**src/rtl/regfile_mp_pkg.sv**
```systemverilog
// Shared defaults, address-width helper and register typedefs for the register file.
package regfile_mp_pkg;

    localparam int unsigned DEF_WIDTH    = 32;
    localparam int unsigned DEF_NUM_REGS = 32;
    localparam int unsigned DEF_NUM_RD   = 2;
    localparam int unsigned DEF_NUM_WR   = 1;
    localparam bit          DEF_BYPASS   = 1'b1;

    // Address width for n registers; never narrower than one bit.
    function automatic int unsigned addr_w(input int unsigned n);
        return (n > 1) ? $clog2(n) : 1;
    endfunction

    typedef logic [DEF_WIDTH-1:0]              reg_data_t;
    typedef logic [addr_w(DEF_NUM_REGS)-1:0]   reg_addr_t;

    localparam reg_addr_t REG_ZERO = '0;

endpackage

```
**src/rtl/regfile_mp_if.sv**
```systemverilog
// Decode/writeback bundle of the register file: read ports, write ports, reservation.
interface regfile_mp_if
    import regfile_mp_pkg::*;
#(
    parameter int unsigned WIDTH    = DEF_WIDTH,
    parameter int unsigned NUM_REGS = DEF_NUM_REGS,
    parameter int unsigned NUM_RD   = DEF_NUM_RD,
    parameter int unsigned NUM_WR   = DEF_NUM_WR
);

    localparam int unsigned AW = addr_w(NUM_REGS);

    logic [NUM_RD-1:0][AW-1:0]    rd_addr;
    logic [NUM_RD-1:0][WIDTH-1:0] rd_data;
    logic [NUM_RD-1:0]            rd_pending;
    logic [NUM_WR-1:0]            wr_en;
    logic [NUM_WR-1:0][AW-1:0]    wr_addr;
    logic [NUM_WR-1:0][WIDTH-1:0] wr_data;
    logic                         rsv_en;
    logic [AW-1:0]                rsv_addr;

    // Pipeline side: issues addresses, writes and reservations.
    modport master (
        output rd_addr, wr_en, wr_addr, wr_data, rsv_en, rsv_addr,
        input  rd_data, rd_pending
    );

    // Register file side.
    modport slave (
        input  rd_addr, wr_en, wr_addr, wr_data, rsv_en, rsv_addr,
        output rd_data, rd_pending
    );

endinterface

```
**src/rtl/regfile_mp_rd_port.sv**
```systemverilog
// One combinational read port: masks x0/out-of-range addresses and forwards same-cycle writes.
module regfile_mp_rd_port
    import regfile_mp_pkg::*;
#(
    parameter int unsigned WIDTH    = DEF_WIDTH,
    parameter int unsigned NUM_REGS = DEF_NUM_REGS,
    parameter int unsigned NUM_WR   = DEF_NUM_WR,
    parameter bit          BYPASS   = DEF_BYPASS,
    parameter int unsigned AW       = addr_w(NUM_REGS)
) (
    input  logic [AW-1:0]                rd_addr,
    input  logic [WIDTH-1:0]             arr_data,
    input  logic                         arr_pend,
    input  logic [NUM_WR-1:0]            wr_en,
    input  logic [NUM_WR-1:0][AW-1:0]    wr_addr,
    input  logic [NUM_WR-1:0][WIDTH-1:0] wr_data,
    output logic [WIDTH-1:0]             rd_data,
    output logic                         rd_pending
);

    logic             rd_ok;
    logic             hit;
    logic [WIDTH-1:0] byp_data;

    assign rd_ok = (rd_addr != AW'(REG_ZERO)) && (32'(rd_addr) < NUM_REGS);

    // Scan write ports in ascending order so the highest-index hitting port is forwarded.
    always_comb begin
        hit      = 1'b0;
        byp_data = '0;
        for (int j = 0; j < int'(NUM_WR); j++) begin
            if (wr_en[j] && (wr_addr[j] == rd_addr)) begin
                hit      = 1'b1;
                byp_data = wr_data[j];
            end
        end
    end

    // Select between masked zero, forwarded write data and the stored value.
    always_comb begin
        rd_data    = '0;
        rd_pending = 1'b0;
        if (rd_ok) begin
            if (BYPASS && hit) begin
                // Forwarded data comes from the producer, so it is no longer outstanding.
                rd_data    = byp_data;
                rd_pending = 1'b0;
            end else begin
                rd_data    = arr_data;
                rd_pending = arr_pend;
            end
        end
    end

endmodule

```
**src/rtl/regfile_mp.sv**
```systemverilog
// Multi-ported integer register file with optional write bypass and per-register pending bits.
module regfile_mp
    import regfile_mp_pkg::*;
#(
    parameter int unsigned WIDTH    = DEF_WIDTH,
    parameter int unsigned NUM_REGS = DEF_NUM_REGS,
    parameter int unsigned NUM_RD   = DEF_NUM_RD,
    parameter int unsigned NUM_WR   = DEF_NUM_WR,
    parameter bit          BYPASS   = DEF_BYPASS
) (
    input logic         clk,
    input logic         rst_n,
    regfile_mp_if.slave bus
);

    localparam int unsigned AW = addr_w(NUM_REGS);

    logic [WIDTH-1:0]             regs_q [NUM_REGS];
    logic [NUM_REGS-1:0]          pend_q;
    logic [NUM_RD-1:0][WIDTH-1:0] arr_data;
    logic [NUM_RD-1:0]            arr_pend;
    logic [NUM_RD-1:0][WIDTH-1:0] rd_data;
    logic [NUM_RD-1:0]            rd_pending;

    // x0 and addresses past the last register are never stored or reserved.
    function automatic logic addr_ok(input logic [AW-1:0] a);
        return (a != AW'(REG_ZERO)) && (32'(a) < NUM_REGS);
    endfunction

    // Storage and scoreboard update; ascending write loop lets the highest port win,
    // and the reservation comes last so a new producer outranks a completing one.
    always_ff @(posedge clk) begin
        if (!rst_n) begin
            for (int r = 0; r < int'(NUM_REGS); r++) begin
                regs_q[r] <= '0;
            end
            pend_q <= '0;
        end else begin
            for (int j = 0; j < int'(NUM_WR); j++) begin
                if (bus.wr_en[j] && addr_ok(bus.wr_addr[j])) begin
                    regs_q[bus.wr_addr[j]] <= bus.wr_data[j];
                    pend_q[bus.wr_addr[j]] <= 1'b0;
                end
            end
            if (bus.rsv_en && addr_ok(bus.rsv_addr)) begin
                pend_q[bus.rsv_addr] <= 1'b1;
            end
        end
    end

    // Raw array lookup per read port, guarded so unmapped addresses never index the array.
    always_comb begin
        arr_data = '0;
        arr_pend = '0;
        for (int i = 0; i < int'(NUM_RD); i++) begin
            if (addr_ok(bus.rd_addr[i])) begin
                arr_data[i] = regs_q[bus.rd_addr[i]];
                arr_pend[i] = pend_q[bus.rd_addr[i]];
            end
        end
    end

    for (genvar i = 0; i < int'(NUM_RD); i++) begin : g_rd
        regfile_mp_rd_port #(
            .WIDTH    (WIDTH),
            .NUM_REGS (NUM_REGS),
            .NUM_WR   (NUM_WR),
            .BYPASS   (BYPASS),
            .AW       (AW)
        ) u_rd_port (
            .rd_addr    (bus.rd_addr[i]),
            .arr_data   (arr_data[i]),
            .arr_pend   (arr_pend[i]),
            .wr_en      (bus.wr_en),
            .wr_addr    (bus.wr_addr),
            .wr_data    (bus.wr_data),
            .rd_data    (rd_data[i]),
            .rd_pending (rd_pending[i])
        );
    end

    assign bus.rd_data    = rd_data;
    assign bus.rd_pending = rd_pending;

endmodule

```
**src/flat_wrapper.sv**
```systemverilog
// flat-port wrapper written by rule: the top's interface ports become plain ports
module regfile_mp_flat import regfile_mp_pkg::*;
#(
    parameter int unsigned WIDTH    = DEF_WIDTH,
    parameter int unsigned NUM_REGS = DEF_NUM_REGS,
    parameter int unsigned NUM_RD   = DEF_NUM_RD,
    parameter int unsigned NUM_WR   = DEF_NUM_WR,
    parameter bit          BYPASS   = DEF_BYPASS
)
  (clk, rst_n, bus_rd_addr, bus_wr_en, bus_wr_addr, bus_wr_data, bus_rsv_en, bus_rsv_addr, bus_rd_data, bus_rd_pending);
  regfile_mp_if #(.WIDTH(WIDTH), .NUM_REGS(NUM_REGS), .NUM_RD(NUM_RD), .NUM_WR(NUM_WR)) bus_i ();
  input logic clk;
  input logic rst_n;
  input wire logic [$bits(bus_i.rd_addr)-1:0] bus_rd_addr;
  input wire logic [$bits(bus_i.wr_en)-1:0] bus_wr_en;
  input wire logic [$bits(bus_i.wr_addr)-1:0] bus_wr_addr;
  input wire logic [$bits(bus_i.wr_data)-1:0] bus_wr_data;
  input wire logic [$bits(bus_i.rsv_en)-1:0] bus_rsv_en;
  input wire logic [$bits(bus_i.rsv_addr)-1:0] bus_rsv_addr;
  output wire logic [$bits(bus_i.rd_data)-1:0] bus_rd_data;
  output wire logic [$bits(bus_i.rd_pending)-1:0] bus_rd_pending;
  assign bus_i.rd_addr = bus_rd_addr;
  assign bus_i.wr_en = bus_wr_en;
  assign bus_i.wr_addr = bus_wr_addr;
  assign bus_i.wr_data = bus_wr_data;
  assign bus_i.rsv_en = bus_rsv_en;
  assign bus_i.rsv_addr = bus_rsv_addr;
  assign bus_rd_data = bus_i.rd_data;
  assign bus_rd_pending = bus_i.rd_pending;
  regfile_mp #(.WIDTH(WIDTH), .NUM_REGS(NUM_REGS), .NUM_RD(NUM_RD), .NUM_WR(NUM_WR), .BYPASS(BYPASS)) u_core (.clk(clk), .rst_n(rst_n), .bus(bus_i));
endmodule
```
**config.mk**
```make
export PLATFORM = sky130hd
export DESIGN_NAME = regfile_mp_flat
export DESIGN_NICKNAME = d
export VERILOG_FILES = /design/src/rtl/regfile_mp_pkg.sv /design/src/rtl/regfile_mp_if.sv /design/src/rtl/regfile_mp_rd_port.sv /design/src/rtl/regfile_mp.sv /design/src/flat_wrapper.sv
export SDC_FILE = /design/constraint.sdc
export NUM_CORES = 2
export LEC_CHECK = 0
export CORE_MARGIN = 2
export CORE_UTILIZATION = 54
export CTS_BUF_LIST = sky130_fd_sc_hd__clkbuf_4 sky130_fd_sc_hd__clkbuf_8 sky130_fd_sc_hd__clkbuf_16
export DETAILED_ROUTE_END_ITERATION = 7
export GPL_TIMING_DRIVEN = 0
export PLACE_DENSITY_LB_ADDON = 0.05
export SLEW_MARGIN = 20
export SYNTH_ARGS = -nofsm -noshare
export SYNTH_HDL_FRONTEND = slang
export SYNTH_HIERARCHICAL = 1
export SYNTH_SLANG_ARGS = --single-unit
```
**constraint.sdc**
```tcl
create_clock -name clk -period 5.9 [get_ports clk]
set_clock_uncertainty 0.1 [all_clocks]
set_input_delay 0.59 -clock clk [delete_from_list [all_inputs] [get_ports clk]]
set_output_delay 0.59 -clock clk [all_outputs]
set_load 0.01 [all_outputs]
```
# Word level (Yosys, flattened, before mapping)
# Memory sizes are Yosys's and may differ from the RTL's.
# Index checks and enable logic that the tools add are counted.
[classes]
order_cmp = 6
eq_ne = 2
n_mux = 30
n_bitwise = 3
n_reduce_logical = 11
[ops]
columns = ["operator", "count"]
rows = [
  ["$mux W32", 10],
  ["$and A32 B32 Y32", 1],
  ["$not A32 Y32", 1],
  ["$or A32 B32 Y32", 1],
  ["$reduce_or A32 Y1", 1],
  ["$lt A5 B6 Y1 const B", 4],
  ["$reduce_bool A5 Y1", 4],
  ["$mux W1", 15],
  ["$bmux W1 S5", 2],
  ["$demux W1 S5", 2],
  ["$eq A5 B5 Y1", 2],
  ["$ge A5 B1 Y1 const B", 2],
  ["$logic_and A1 B1 Y1", 6],
  ["$mux W5", 1],
]
[word_totals]
ff_bits = 32
ramBits = 1024
out_inout_bits = 66
elab_cells = 54
n_memories = 1
[mem_list]
columns = ["memory", "words", "word_bits", "rd", "rd_ports_with_merged_regs", "wr", "line_no", "text"]
rows = [
  ["u_core.regs_q", 32, 32, 2, 0, 32, "regfile_mp.sv:18", "logic [WIDTH-1:0] regs_q [NUM_REGS];"],
]

# Depth between registers and ports, before layout
[depth]
word_depth = 10
mapped_depth = 10

# By module
# The synthesis kept the hierarchy.
[modules_own_cells]
columns = ["mod", "instances", "cells_per_inst", "area_each_um2", "seq_area_each_um2"]
rows = [
  ["regfile_mp", 1, 3784, 56653.1, 31390.1],
  ["regfile_mp_rd_port", 2, 126, 778.2, 0.0],
]

# Least setup slack after synthesis
# OpenSTA, ideal clock, no wires.
[synth_path]
path_kind = "input to register"
start = "in bus_wr_addr[3]"
end = "mem u_core/regs_q[5][0] (netlist bit), enable pin"
arrival_time_ns = 3.614
t_required_ns = 5.332
slack_ns = 1.718
path_stages = 5
n_path_buf = 2
path_cell_list = "clkbuf_2 nand2b_1 or2_1 clkbuf_1 o21ai_0"
[synth_rtl]
columns = ["element", "line_no", "text"]
rows = [
  ["start, declared", "flat_wrapper.sv:16", "input wire logic [$bits(bus_i.wr_addr)-1:0] bus_wr_addr;"],
  ["end, declared", "regfile_mp.sv:18", ""],
]

==> flow_metrics.py <==
metrics = {
    "run_status": {
        "status": "finished, violations left",
        "violations": "design-rule violations, negative setup slack",
    },
    "global_route": {
        "grt_pass1_vias": 40300,
        "grt_max_degree": 35,
        "grt_pass1_wl_um": 319000,
        "grt-ovfl-total": 0,
        "track_usage": 0.423,
        "antenna_found_initial": 10,
    },
    "setup_path": {
        "critPathBufInv": 6,
        "slowest_delay_ps": 710,
        "cp_slowest_cell": "clkdlybuf4s50_1",
        "critPathTopFamily": "buffers and inverters",
        "crit_path_max_fanout": 10,
        "end_kind": "primary output",
        "cp.required_ps": 5210,
        "arrival_ps": 5400,
        "path_cells": "clkdlybuf4s50_1 > buf_4 > buf_4 > buf_2 > clkbuf_1 > a211oi_1 > a311oi_1 > nand2_1 > o21ai_0 > clkdlybuf4s50_1",
        "path_class": "in -> out",
        "critPathLaunchType": "input pin",
    },
    "cells_and_area": {
        "final_cell_mix": "edfxtp_1 (1024), and2_1 (994), mux4_2 (431)",
        "regArea_mm2": 0.0314,
        "areaGrowthSynthToFinish_pct": 15.7,
        "multi_input_area_mm2": 0.0248,
        "drive_above_1_share": 0.238,
        "final_common_cell": "edfxtp_1",
        "fin_area_mm2": 0.0673,
        "nFillCells": 7939,
        "layout.nets": 4425,
    },
    "drt": {
        "viasPerCell": 7.17,
        "highest_layer": "met5",
        "drt-met1-wl_um": 82200,
        "vias": 42200,
        "ant_nets": 0,
        "routed_wl_um": 235000,
        "drt-pass1-iter-count": 8,
        "dr_wl_met2_um": 98200,
        "avgRoutedWirePerCell_um": 39.9,
        "dr_wl_met3_um": 34100,
        "first_iter_violations": 7791,
        "drc": 17,
    },
    "timing": {
        "fmax_mhz": 164,
        "drv_slew": 0,
        "tightest_slew_ps": 1290,
        "setup_tns_ps": -844,
        "setup_violations": 11,
        "fin_crit_ps": 6090,
        "worst_slack_ps": -190,
        "timing.final.crit_share": 1.03,
        "timing.slew.headroom": 0.130,
        "hold_viol_final": 0,
        "rsz0062_at_grt": "no",
    },
    "synthesis": {
        "ys_warn_count": 6,
        "synth_simple_gate_area_frac": 0.137,
        "synthArstFlopShare": 0,
        "avgSynthCellArea_um2": 14.4,
        "syn_inst": 4036,
        "ys_ff_latch": 1056,
        "synth_ff_type": "edfxtp_1",
        "synthMuxAreaShare": 0.216,
        "yosys.area_share.adder": 0,
        "synth-xor-area-share": 0.00150,
        "seq_area_frac_synth": 0.539,
        "yosys-top-cells-area": "edfxtp_1 (53%), mux4_2 (17%), and2_1 (11%)",
        "yosysUniqueCellTypes": 50,
        "synth_top_area_frac": 0.528,
        "yosysTopAreaCell": "edfxtp_1",
        "synth_top_family_by_area": "multiplexers",
        "synth_edf_count": 1024,
        "synth_compound_area_frac": 0.0629,
        "synth_area_mm2": 0.0582,
    },
    "clocking": {
        "ctsHoldBuffers": 0,
        "cts_setup_buffers": 0,
        "root_buffer": "clkbuf_16",
        "clock_sink_count": 1056,
        "clock_latency_ps": 720,
        "cts.htree.levels": 3,
        "cts_buffers": 114,
        "clkTransAtPathRegs_ps": 60,
        "cts_max_path_buffers": 3,
        "cts_tree": "built",
    },
    "placed_design": {
        "port_buffers": 121,
        "place_area_mm2": 0.0634,
        "dp_hpwl_um": 168000,
        "gp_congestion": 1.14,
    },
    "floorplanning": {
        "die_w_um": 332,
        "fp.coreArea_mm2": 0.107,
        "dieArea_mm2": 0.110,
        "fp-row-count": 120,
        "start_util": 0.544,
        "io_pins": 122,
        "die_h_um": 332,
    },
    "power_and_ir_drop": {
        "p_per_area_mw_per_mm2": 287,
        "leakagePower_nw": 23.2,
        "peakVddDrop_mv": 0.253,
    },
    "job": {
        "drv_cap": 0,
    },
    "min_path": {
        "hp-class": "reg -> reg",
    },
}
[cell type report]
type | count | area share
flip-flops and latches | 1056 | 0.466
diodes | 10 | 0.000372
multi-input cells | 2532 | 0.368
repair buffers | 187 | 0.0440
clock buffers | 132 | 0.0444
inverters | 34 | 0.00193
plain buffers | 444 | 0.0357
clock inverters | 83 | 0.0129
well taps | 1403 | 0.0261
[worst paths after layout]
path | end | slack [ps] | depth (start not counted) | from
setup reg to reg | u_core/pend_q[14] | 5110 | 2 | u_core/pend_q[14]
hold reg to reg | u_core/pend_q[19] | 390 | 2 | u_core/pend_q[19]
hold / removal | u_core/pend_q[19] | 390 | 2 | u_core/pend_q[19]
setup / recovery | bus_rd_data[33] | -190 | 10 | bus_rd_addr[7]
[report_power, final]
group,switching [mW],internal (mW)
registers,0.212,8.64
clock network,3.11,4.36
logic,1.78,1.18
[worst min-delay path, stage by stage, from the launching register on]
cell	delay, ps
dfxtp_1	320
inv_1	50
o22ai_1	70
[synthesized netlist by cell type, types with 3 or more instances]
cell type / instances
o21ai_0: 104
mux4_1: 31
mux2i_1: 130
a211oi_1: 66
edfxtp_1: 1024
clkbuf_1: 261
nor2b_1: 74
buf_2: 76
or2_1: 5
o22ai_1: 31
buf_6: 56
a311oi_1: 66
mux2_2: 66
a221oi_1: 44
o21ai_2: 58
nand4_1: 67
and2_1: 994
buf_12: 4
o21ai_1: 48
o2111ai_1: 17
nor3_1: 4
xnor2_1: 6
inv_1: 33
clkbuf_2: 12
dfxtp_1: 32
nand2_1: 108
nand2b_1: 3
nand3_1: 8
nor2_1: 34
a22oi_1: 66
buf_4: 34
xor2_1: 4
o211ai_1: 3
nand3b_1: 5
nor2_2: 7
mux4_2: 431
a221oi_2: 5
[kinds of logic after synthesis]
group | count (synthesis)
AO/OA/AOI/OAI | 508
XOR/XNOR | 10
AND/OR/NAND/NOR | 1324
multiplexers | 658
buffers and inverters | 479
other | 1
flip-flops | 1056
[metrics by stage]
step / hold slack [ps] / total power, mW / setup WS [ps] / instances / utilization
finish: 392 / 19.3 / -190 / 5881 / 0.629
global route: 410 / 19.6 / 29.4 / 5871 / 0.629
CTS: 384 / 19.2 / 82.8 / 5872 / 0.628
detailed placement: 373 / 11.8 / 104 / 5657 / 0.592
global placement: 370 / 11.7 / -2900 / 5591 / 0.573
floorplan: 343 / 10.4 / 1720 / 4067 / -
[registers in the layout, indices dropped and copies added, names as in the netlist]
register and flops:
u_core/regs_q 1024, u_core/pend_q 32
[repair_timing]
| action | 4_1_cts | 5_1_grt |
|---|---|---|
| resized for setup | 0 | 4 |
| hold endpoints to repair | 0 | 0 |
| setup endpoints to repair | 0 | 9 |
[routing by layer]
metal	vias to the layer above	track usage
met1	21300	0.558
met2	3839	0.598
li1	16300	-
met3	765	0.133
met5	-	0.00217
met4	10	0.298
No activity file was read; power rests on OpenSTA's default activity.
